==> config.mk <==
export PLATFORM = sky130hd
export DESIGN_NAME = dwrr_req_queues
export DESIGN_NICKNAME = d
export VERILOG_FILES = /design/src/rtl/dwrr_req_queues.sv
export SDC_FILE = /design/constraint.sdc
export NUM_CORES = 1
export LEC_CHECK = 0
export ABC_AREA = 1
export ABC_CLOCK_PERIOD_IN_PS = 2240
export CAP_MARGIN = 20
export CORE_MARGIN = 2
export CORE_UTILIZATION = 35
export DETAILED_ROUTE_END_ITERATION = 7
export GPL_TIMING_DRIVEN = 0
export PLACE_DENSITY = 0.61
export SLEW_MARGIN = 10
export SYNTH_ARGS = -nofsm -noshare
export SYNTH_HDL_FRONTEND = slang
export SYNTH_SLANG_ARGS = --single-unit
==> constraint.sdc <==
create_clock -name clk -period 2.24 [get_ports clk]
set_input_delay 0.336 -clock clk [delete_from_list [all_inputs] [get_ports clk]]
set_output_delay 0.336 -clock clk [all_outputs]
set_load 0.02 [all_outputs]
==> src/rtl/dwrr_req_queues.sv <==
// Per-requestor packet FIFOs feeding a DWRR arbiter: occupancy drives reqs, grants pop and deliver.
// Optional macro DWRR_OUT_REG_EN registers the delivery outputs (one cycle after the grant).
module dwrr_req_queues #(
   parameter int NUM_REQS = 4,
   parameter int DEPTH    = 4,
   parameter int DWID     = 8,
   parameter int IDWID    = $clog2(NUM_REQS)
) (
   input  logic                clk,
   input  logic                rst,
   input  logic                push,
   input  logic [IDWID-1:0]    push_id,
   input  logic [DWID-1:0]     push_data,
   output logic                push_ready,
   output logic [NUM_REQS-1:0] full,
   output logic [NUM_REQS-1:0] reqs,
   input  logic [NUM_REQS-1:0] gnt,
   output logic                out_valid,
   output logic [IDWID-1:0]    out_id,
   output logic [DWID-1:0]     out_data,
   output logic                gnt_err
);

   localparam int PW = $clog2(DEPTH);
   localparam int CW = PW + 1;

   logic [DWID-1:0]     mem_q    [NUM_REQS][DEPTH];
   logic [DWID-1:0]     mem_d    [NUM_REQS][DEPTH];
   logic [PW-1:0]       rd_ptr_q [NUM_REQS];
   logic [PW-1:0]       rd_ptr_d [NUM_REQS];
   logic [PW-1:0]       wr_ptr_q [NUM_REQS];
   logic [PW-1:0]       wr_ptr_d [NUM_REQS];
   logic [CW-1:0]       count_q  [NUM_REQS];
   logic [CW-1:0]       count_d  [NUM_REQS];
   logic [NUM_REQS-1:0] empty;
   logic [NUM_REQS-1:0] push_sel;
   logic [NUM_REQS-1:0] pop_sel;
   logic [IDWID-1:0]    gnt_idx;
   logic                gnt_any;
   logic                gnt_multi;
   logic                pop_ok;
   logic                push_ok;
   logic                gnt_err_c;
   logic [DWID-1:0]     head_data;

   // reqs/full come only from registered counts, so gnt never loops back into reqs.
   always_comb begin
      for (int i = 0; i < NUM_REQS; i++) begin
         empty[i] = (count_q[i] == '0);
         full[i]  = (count_q[i] == CW'(DEPTH));
      end
      reqs       = ~empty;
      push_ready = ~full[push_id];
   end

   always_comb begin
      gnt_idx = '0;
      for (int i = 0; i < NUM_REQS; i++) begin
         if (gnt[i]) gnt_idx = IDWID'(i);
      end
      gnt_any   = |gnt;
      gnt_multi = ((gnt & (gnt - NUM_REQS'(1))) != '0);
      pop_ok    = ~rst & gnt_any & ~gnt_multi & ~empty[gnt_idx];
      gnt_err_c = ~rst & gnt_any & ~pop_ok;
      push_ok   = ~rst & push & ~full[push_id];
      push_sel  = push_ok ? (NUM_REQS'(1) << push_id) : '0;
      pop_sel   = pop_ok  ? gnt : '0;
      head_data = mem_q[gnt_idx][rd_ptr_q[gnt_idx]];
   end

   always_comb begin
      mem_d = mem_q;
      if (push_ok) mem_d[push_id][wr_ptr_q[push_id]] = push_data;
      for (int i = 0; i < NUM_REQS; i++) begin
         rd_ptr_d[i] = rd_ptr_q[i];
         wr_ptr_d[i] = wr_ptr_q[i];
         count_d[i]  = count_q[i];
         if (push_sel[i]) wr_ptr_d[i] = wr_ptr_q[i] + PW'(1);
         if (pop_sel[i])  rd_ptr_d[i] = rd_ptr_q[i] + PW'(1);
         if (push_sel[i] && !pop_sel[i])      count_d[i] = count_q[i] + CW'(1);
         else if (pop_sel[i] && !push_sel[i]) count_d[i] = count_q[i] - CW'(1);
      end
   end

   // Storage is deliberately not reset; counts alone define what is valid.
   always_ff @(posedge clk) begin
      mem_q <= mem_d;
   end

   always_ff @(posedge clk) begin
      if (rst) begin
         for (int i = 0; i < NUM_REQS; i++) begin
            rd_ptr_q[i] <= '0;
            wr_ptr_q[i] <= '0;
            count_q[i]  <= '0;
         end
      end else begin
         rd_ptr_q <= rd_ptr_d;
         wr_ptr_q <= wr_ptr_d;
         count_q  <= count_d;
      end
   end

`ifdef DWRR_OUT_REG_EN
   logic             out_valid_q, out_valid_d;
   logic [IDWID-1:0] out_id_q, out_id_d;
   logic [DWID-1:0]  out_data_q, out_data_d;
   logic             gnt_err_q, gnt_err_d;

   always_comb begin
      out_valid_d = pop_ok;
      gnt_err_d   = gnt_err_c;
      out_id_d    = pop_ok ? gnt_idx : out_id_q;
      out_data_d  = pop_ok ? head_data : out_data_q;
   end

   always_ff @(posedge clk) begin
      if (rst) begin
         out_valid_q <= 1'b0;
         out_id_q    <= '0;
         out_data_q  <= '0;
         gnt_err_q   <= 1'b0;
      end else begin
         out_valid_q <= out_valid_d;
         out_id_q    <= out_id_d;
         out_data_q  <= out_data_d;
         gnt_err_q   <= gnt_err_d;
      end
   end

   assign out_valid = out_valid_q;
   assign out_id    = out_id_q;
   assign out_data  = out_data_q;
   assign gnt_err   = gnt_err_q;
`else
   assign out_valid = pop_ok;
   assign out_id    = pop_ok ? gnt_idx : '0;
   assign out_data  = pop_ok ? head_data : '0;
   assign gnt_err   = gnt_err_c;
`endif

endmodule

==> results_dict.tcl <==
set metrics [dict create \
    area_growth_pct 26.1 \
    cp_data_arrival_time_ns 1.87 \
    cts_tree "yes" \
    design.portCount 38 \
    worstPathBufferInverterCount 4 \
    power_dens_cells_mw_per_mm2 757 \
    fin_skew_ns 0.0107 \
    required_time_of_the_worst_setup_path_ns 1.90 \
    numClockSinks 156 \
    row_count 51 \
    n_antenna_cell 0 \
    setup_violations 0 \
    timing.final.max_slew_violations 0 \
    drc_violations 0 \
    finish.cell_count_without_fillers 1083 \
    cell_class_contributing_the_biggest_share_of_worst_path_delay "buffers and inverters" \
    grt_first_pass_wirelength_mm 27.6 \
    first_global_vias 5000 \
    hold-path-endpoint "rd_ptr_q[2]" \
    ff2ff_setup_slack_ns 0.07 \
    hold_wc_startpoint "gnt[2]" \
    die_y_um 146 \
    routed_wl_mm 17.9 \
    port_buffers 34 \
    start_util 0.359 \
    synth_area_mm2 0.00703 \
    critical-path-max-stage-delay_ns 0.25 \
    relSlewSlack 0.415 \
    die_width_um 146 \
    regToRegEndpoint "count_q[2]" \
    layout.nets 830 \
    hpwl_mm 11.8 \
    route.vias.total 5203 \
    max_slew.worst_pin.slew_ns 0.869 \
    hold-worst-slack_ns 0.191 \
    clk_pin_slew_ns 0.07 \
    ir_worst_vdd_mv 0.528 \
    synthesis.area_per_instance_um2 9.68 \
    drive_gt1_frac 0.229 \
    dieArea_mm2 0.0212 \
    hold_violations 0 \
    leakage_nw 3.40 \
    mostFrequentLayoutCells "249 x sky130_fd_sc_hd__nand2_1, 128 x sky130_fd_sc_hd__edfxtp_1, 50 x sky130_fd_sc_hd__nor2_1" \
    yosysSeqAreaShare 0.627 \
    design_power_total_mw 6.70 \
    postSynthRegisterBits 156 \
    clock_root_buffer_master "sky130_fd_sc_hd__clkbuf_16" \
    design.core.area_mm2 0.0196 \
    endpoint_kind "output port" \
    timing.final.crit_period_ns 2.21 \
    h-tree-depth 4 \
    path_class "in2out" \
    setup_tns_ns 0 \
    max_clock_freq_mhz 453 \
    critical_path.reg2reg.startpoint "count_q[7]" \
    cts_made_buffers 17 \
    antenna_left 0 \
    path_max_fanout 10 \
    placed_cells 1025 \
    finalWeightedCongestion 0.810 \
    post_route_utilization 0.452 \
    outcome "complete, no violations" \
    clk-insertion-delay-late_ns 0.44 \
    worstHoldPathType "in2reg" \
    start_kind "primary input" \
    post_synthesis_cell_type_count 27 \
    globalRouteOverflowTotal 0 \
    timing.reg2reg.worst_path_depth 15 \
    synth.yosys.warnings 0 \
    post_drt_via_cell_ratio 4.80 \
    initial_antenna_violation_count 0 \
    synth.net_count 751 \
    final.period_utilization 0.986 \
    path_cells "buf_4 -> nor2_2 -> buf_6 -> buf_2 -> nand2_1 -> a31o_2 -> nand3_1 -> nand3_1 -> nand2_1 -> nor2_1 -> buf_4" \
    clockBufferDepth 2 \
    grt_start_max_net_pins 17 \
    routed_wire_length_per_instance_um 16.6 \
    drt_pass1_iterations 5 \
    grt_usage 0.172 \
    slowest_stage "sky130_fd_sc_hd__buf_2" \
    grt_setup_unrepaired "yes" \
    number_of_max_cap_violations 0 \
    postSynthCellCount 726 \
    detailed_route_iter0_violations 395 \
    min_delay_path_depth 3 \
    layout_commonest_cell "sky130_fd_sc_hd__nand2_1" \
]
## report_power, final
part | total (mW) | internal (mW) | switching (mW)
sequential | 3.19 | 3.17 | 0.0224
combinational | 0.713 | 0.254 | 0.458
clock | 2.80 | 1.63 | 1.17
## cell type report
class | instances | area, um2
fillers | 1838 | 10700
flip-flops and latches | 156 | 4430
multi-input cells | 498 | 2630
repair buffers | 59 | 512
clock buffers | 17 | 425
well taps | 265 | 332
plain buffers | 29 | 196
inverters | 43 | 184
clock inverters | 15 | 145
repair inverters | 1 | 6.26
## logic make-up (layout without fill, tap and decap cells)
| logic type | Yosys count | after routing | share of synthesized area |
|---|---|---|---|
| compound gates | 70 | 70 | 0.0572 |
| flops | 156 | 156 | 0.627 |
| xor+xnor | 11 | 11 | 0.0137 |
| fa+ha+maj | 8 | 8 | 0.0185 |
| simple gates | 409 | 409 | 0.238 |
| buf+inv | 72 | 164 | 0.0463 |
## worst max path at each step
stage / startpoint / endpoint / slack, ns / cells after the start
floorplan: count_q[10] / count_q[8] / 0.02 / 15
global route: count_q[7] / count_q[2] / -0.13 / 15
finish: gnt[3] / out_data[7] / 0.03 / 11
detailed placement: gnt[2] / out_data[5] / -1.24 / 11
global placement: gnt[2] / out_data[5] / -1.25 / 11
CTS: count_q[6] / count_q[5] / -0.01 / 15
## registers in the layout (all words and copies together), names as in the netlist
register	flops
count_q	12
wr_ptr_q	8
rd_ptr_q	8
mem_q	128
## per-layer routing
metal / vias up / wire length, um / track usage
met1: 2478 / 8190 / 0.226
met4: 0 / 425 / 0.0706
met2: 92 / 8710 / 0.279
met5: - / 0 / 0
met3: 26 / 613 / 0.0332
li1: 2607 / - / -
## worst register-to-register path: cells and delay by family (launching register included)
| family | cells | cell delay (ns) |
|---|---|---|
| AOI/OAI and AO/OA | 4 | 0.41 |
| buffers and inverters | 2 | 0.17 |
| and+or+nand+nor | 7 | 0.59 |
| DFF | 1 | 0.36 |
| adders and majority gates | 2 | 0.54 |
## Yosys cell counts (all sizes together)
master	n	area share
xor2	11	0.014
clkbuf	13	0.0069
o22ai	4	0.0036
a31oi	4	0.0036
nand2	263	0.14
a21oi	22	0.017
nor2	73	0.041
inv	41	0.022
buf	16	0.016
dfxtp	28	0.080
fa	4	0.011
ha	4	0.0071
a31o	8	0.010
nand3	58	0.042
nor3	3	0.0021
o21ai	32	0.023
clkinv	2	0.0011
nand4	12	0.011
edfxtp	128	0.55
## timing repair
item                       in CTS  in global routing
setup buffers                  14                 10
cloned                          1                  1
pin swaps                       6                 20
hold buffers                    0                  0
setup endpoints to repair     151                 68
gates resized for setup        98                 80
## per-stage QoR
| stage | worst slack (ns) | cell area [um2] |
|---|---|---|
| finish | 0.0316 | 8860 |
| global route | -0.129 | 8860 |
| CTS | -0.0110 | 8580 |
| detailed placement | -1.24 | 7790 |
| global placement | -1.25 | 7790 |
| floorplan | 0.0166 | 7120 |
(Power assumes the default switching activity.)
==> patch, RTL diff (config.mk and constraints unchanged) <==
The option `DWRR_OUT_REG_EN` is turned on by a define.
--- a/src/rtl/dwrr_req_queues.sv
+++ b/src/rtl/dwrr_req_queues.sv
@@ -1,5 +1,7 @@
 // Per-requestor packet FIFOs feeding a DWRR arbiter: occupancy drives reqs, grants pop and deliver.
 // Optional macro DWRR_OUT_REG_EN registers the delivery outputs (one cycle after the grant).
+`define DWRR_OUT_REG_EN
+
 module dwrr_req_queues #(
    parameter int NUM_REQS = 4,
    parameter int DEPTH    = 4,
Check against the original RTL: not equivalent (a bounded check fails within 4 cycles, from zero or initial values and one cycle with rst high).
==> patch against the unedited design <==
Worst setup slack gained 0.0022 ns. Power grew 11%. Combinational power grew 2%. Sequential cell count grew 12. Sequential share of layout area shrank 1.6 points. Sequential power grew 7.2%. Synthesized cell count grew 15%. Routed wire length grew 8.8%. Area after synthesis grew 8.7%. Final area grew 9.0%. Worst hold slack gained 0.17 ns. Largest cell class unchanged. Largest power group unchanged. Highest routed layer unchanged.
==> patch: results (changes against the unedited design) <==
number of fill cells 2031 (was 1838); Inst Count DP 1156 (was 1025); Post-CTS Resized 67 (was 98); sequential area share after synthesis 0.608 (was 0.627); Arr. time, crit path 2.53 ns (was 1.87 ns); Leak 3.89 nW (was 3.40 nW); First-pass DRT Iterations 6 (was 5); top post-synthesis cells by count nand2_1, edfxtp_1, inv_1, nor2_1, nand3_1 (was nand2_1, edfxtp_1, nor2_1); Hold Crit Depth 5 (was 3); DP Area 0.00840 mm^2 (was 0.00779 mm^2); reg2reg setup slack 0.03 ns (was 0.07 ns); startpoint of the worst hold path gnt[0] (was gnt[2]); Met2 Wirelength 9320 um (was 8710 um); Synth Area in Adders 0.0170 (was 0.0185); Buffers on Ports 37 (was 34); vias in the first global route 5475 (was 5000); WL met1 8750 um (was 8190 um); GR Util met2 0.287 (was 0.279); GR Layer Usage met1 0.232 (was 0.226); via count 5797 (was 5203); wire per inst 16.0 um (was 16.6 um); met3 WL post-DR 907 um (was 613 um); Hold EP rd_ptr_q[7] (was rd_ptr_q[2]); share of cells above drive strength 1 0.179 (was 0.229); Period Utilization, post-route 0.985 (was 0.986); Avg Cell Area, Syn 9.12 um^2 (was 9.68 um^2); Fin Clk Skew 0.0134 ns (was 0.0107 ns); DRT iter0 DRCs 536 (was 395); Hold WS 0.361 ns (was 0.191 ns); Place WS -1.10 ns (was -1.24 ns); CTS buffer count 17 (unchanged); compound-gate portion of the synthesized area 0.0464 (was 0.0572); Max IR drop VDD 0.501 mV (was 0.528 mV); Final #Nets 953 (was 830); Critical Path Fanout Max 6 (was 10); grt met3 use 0.0389 (was 0.0332); crit path from count_q[11] (was gnt[3]); status finished clean (unchanged); GRT Residual Overflow 0 (unchanged); Critical path destination count_q[8] (was out_data[7]); via/cell ratio 4.75 (was 4.80); GP Congestion 0.856 (was 0.810); Synth Net Count 862 (was 751); hpwl dp 13100 um (was 11800 um)
## patch: power breakdown
part / internal [mW] / total (mW) / switching (mW) / leakage, nW
logic: 0.258 / 0.727 / 0.469 / 2.08
registers: 3.39 / 3.42 / 0.0300 / 1.48
clock network: 2.07 / 3.27 / 1.20 / 0.323
total: 5.72 / 7.41 / 1.70 / 3.89
## patch: worst max-delay path, stage by stage (launching register included)
cell	delay, ns
dfxtp_2	0.33
inv_4	0.06
nor3_4	0.04
nand2_1	0.07
nand2_2	0.08
nor2_4	0.19
buf_12	0.15
nand3_4	0.12
inv_4	0.10
ha_4	0.14
inv_4	0.04
fa_2	0.40
a21oi_2	0.14
o21ai_2	0.07
o21ai_1	0.12
a21oi_1	0.05
## patch: area by class of cell
cell class,count,share of cell area
clock buffers,21,0.0487
inverters,129,0.0522
repair buffers,72,0.0662
clock inverters,11,0.0201
flip-flops and latches,168,0.484
multi-input cells,510,0.277
well taps,280,0.0363
plain buffers,30,0.0153
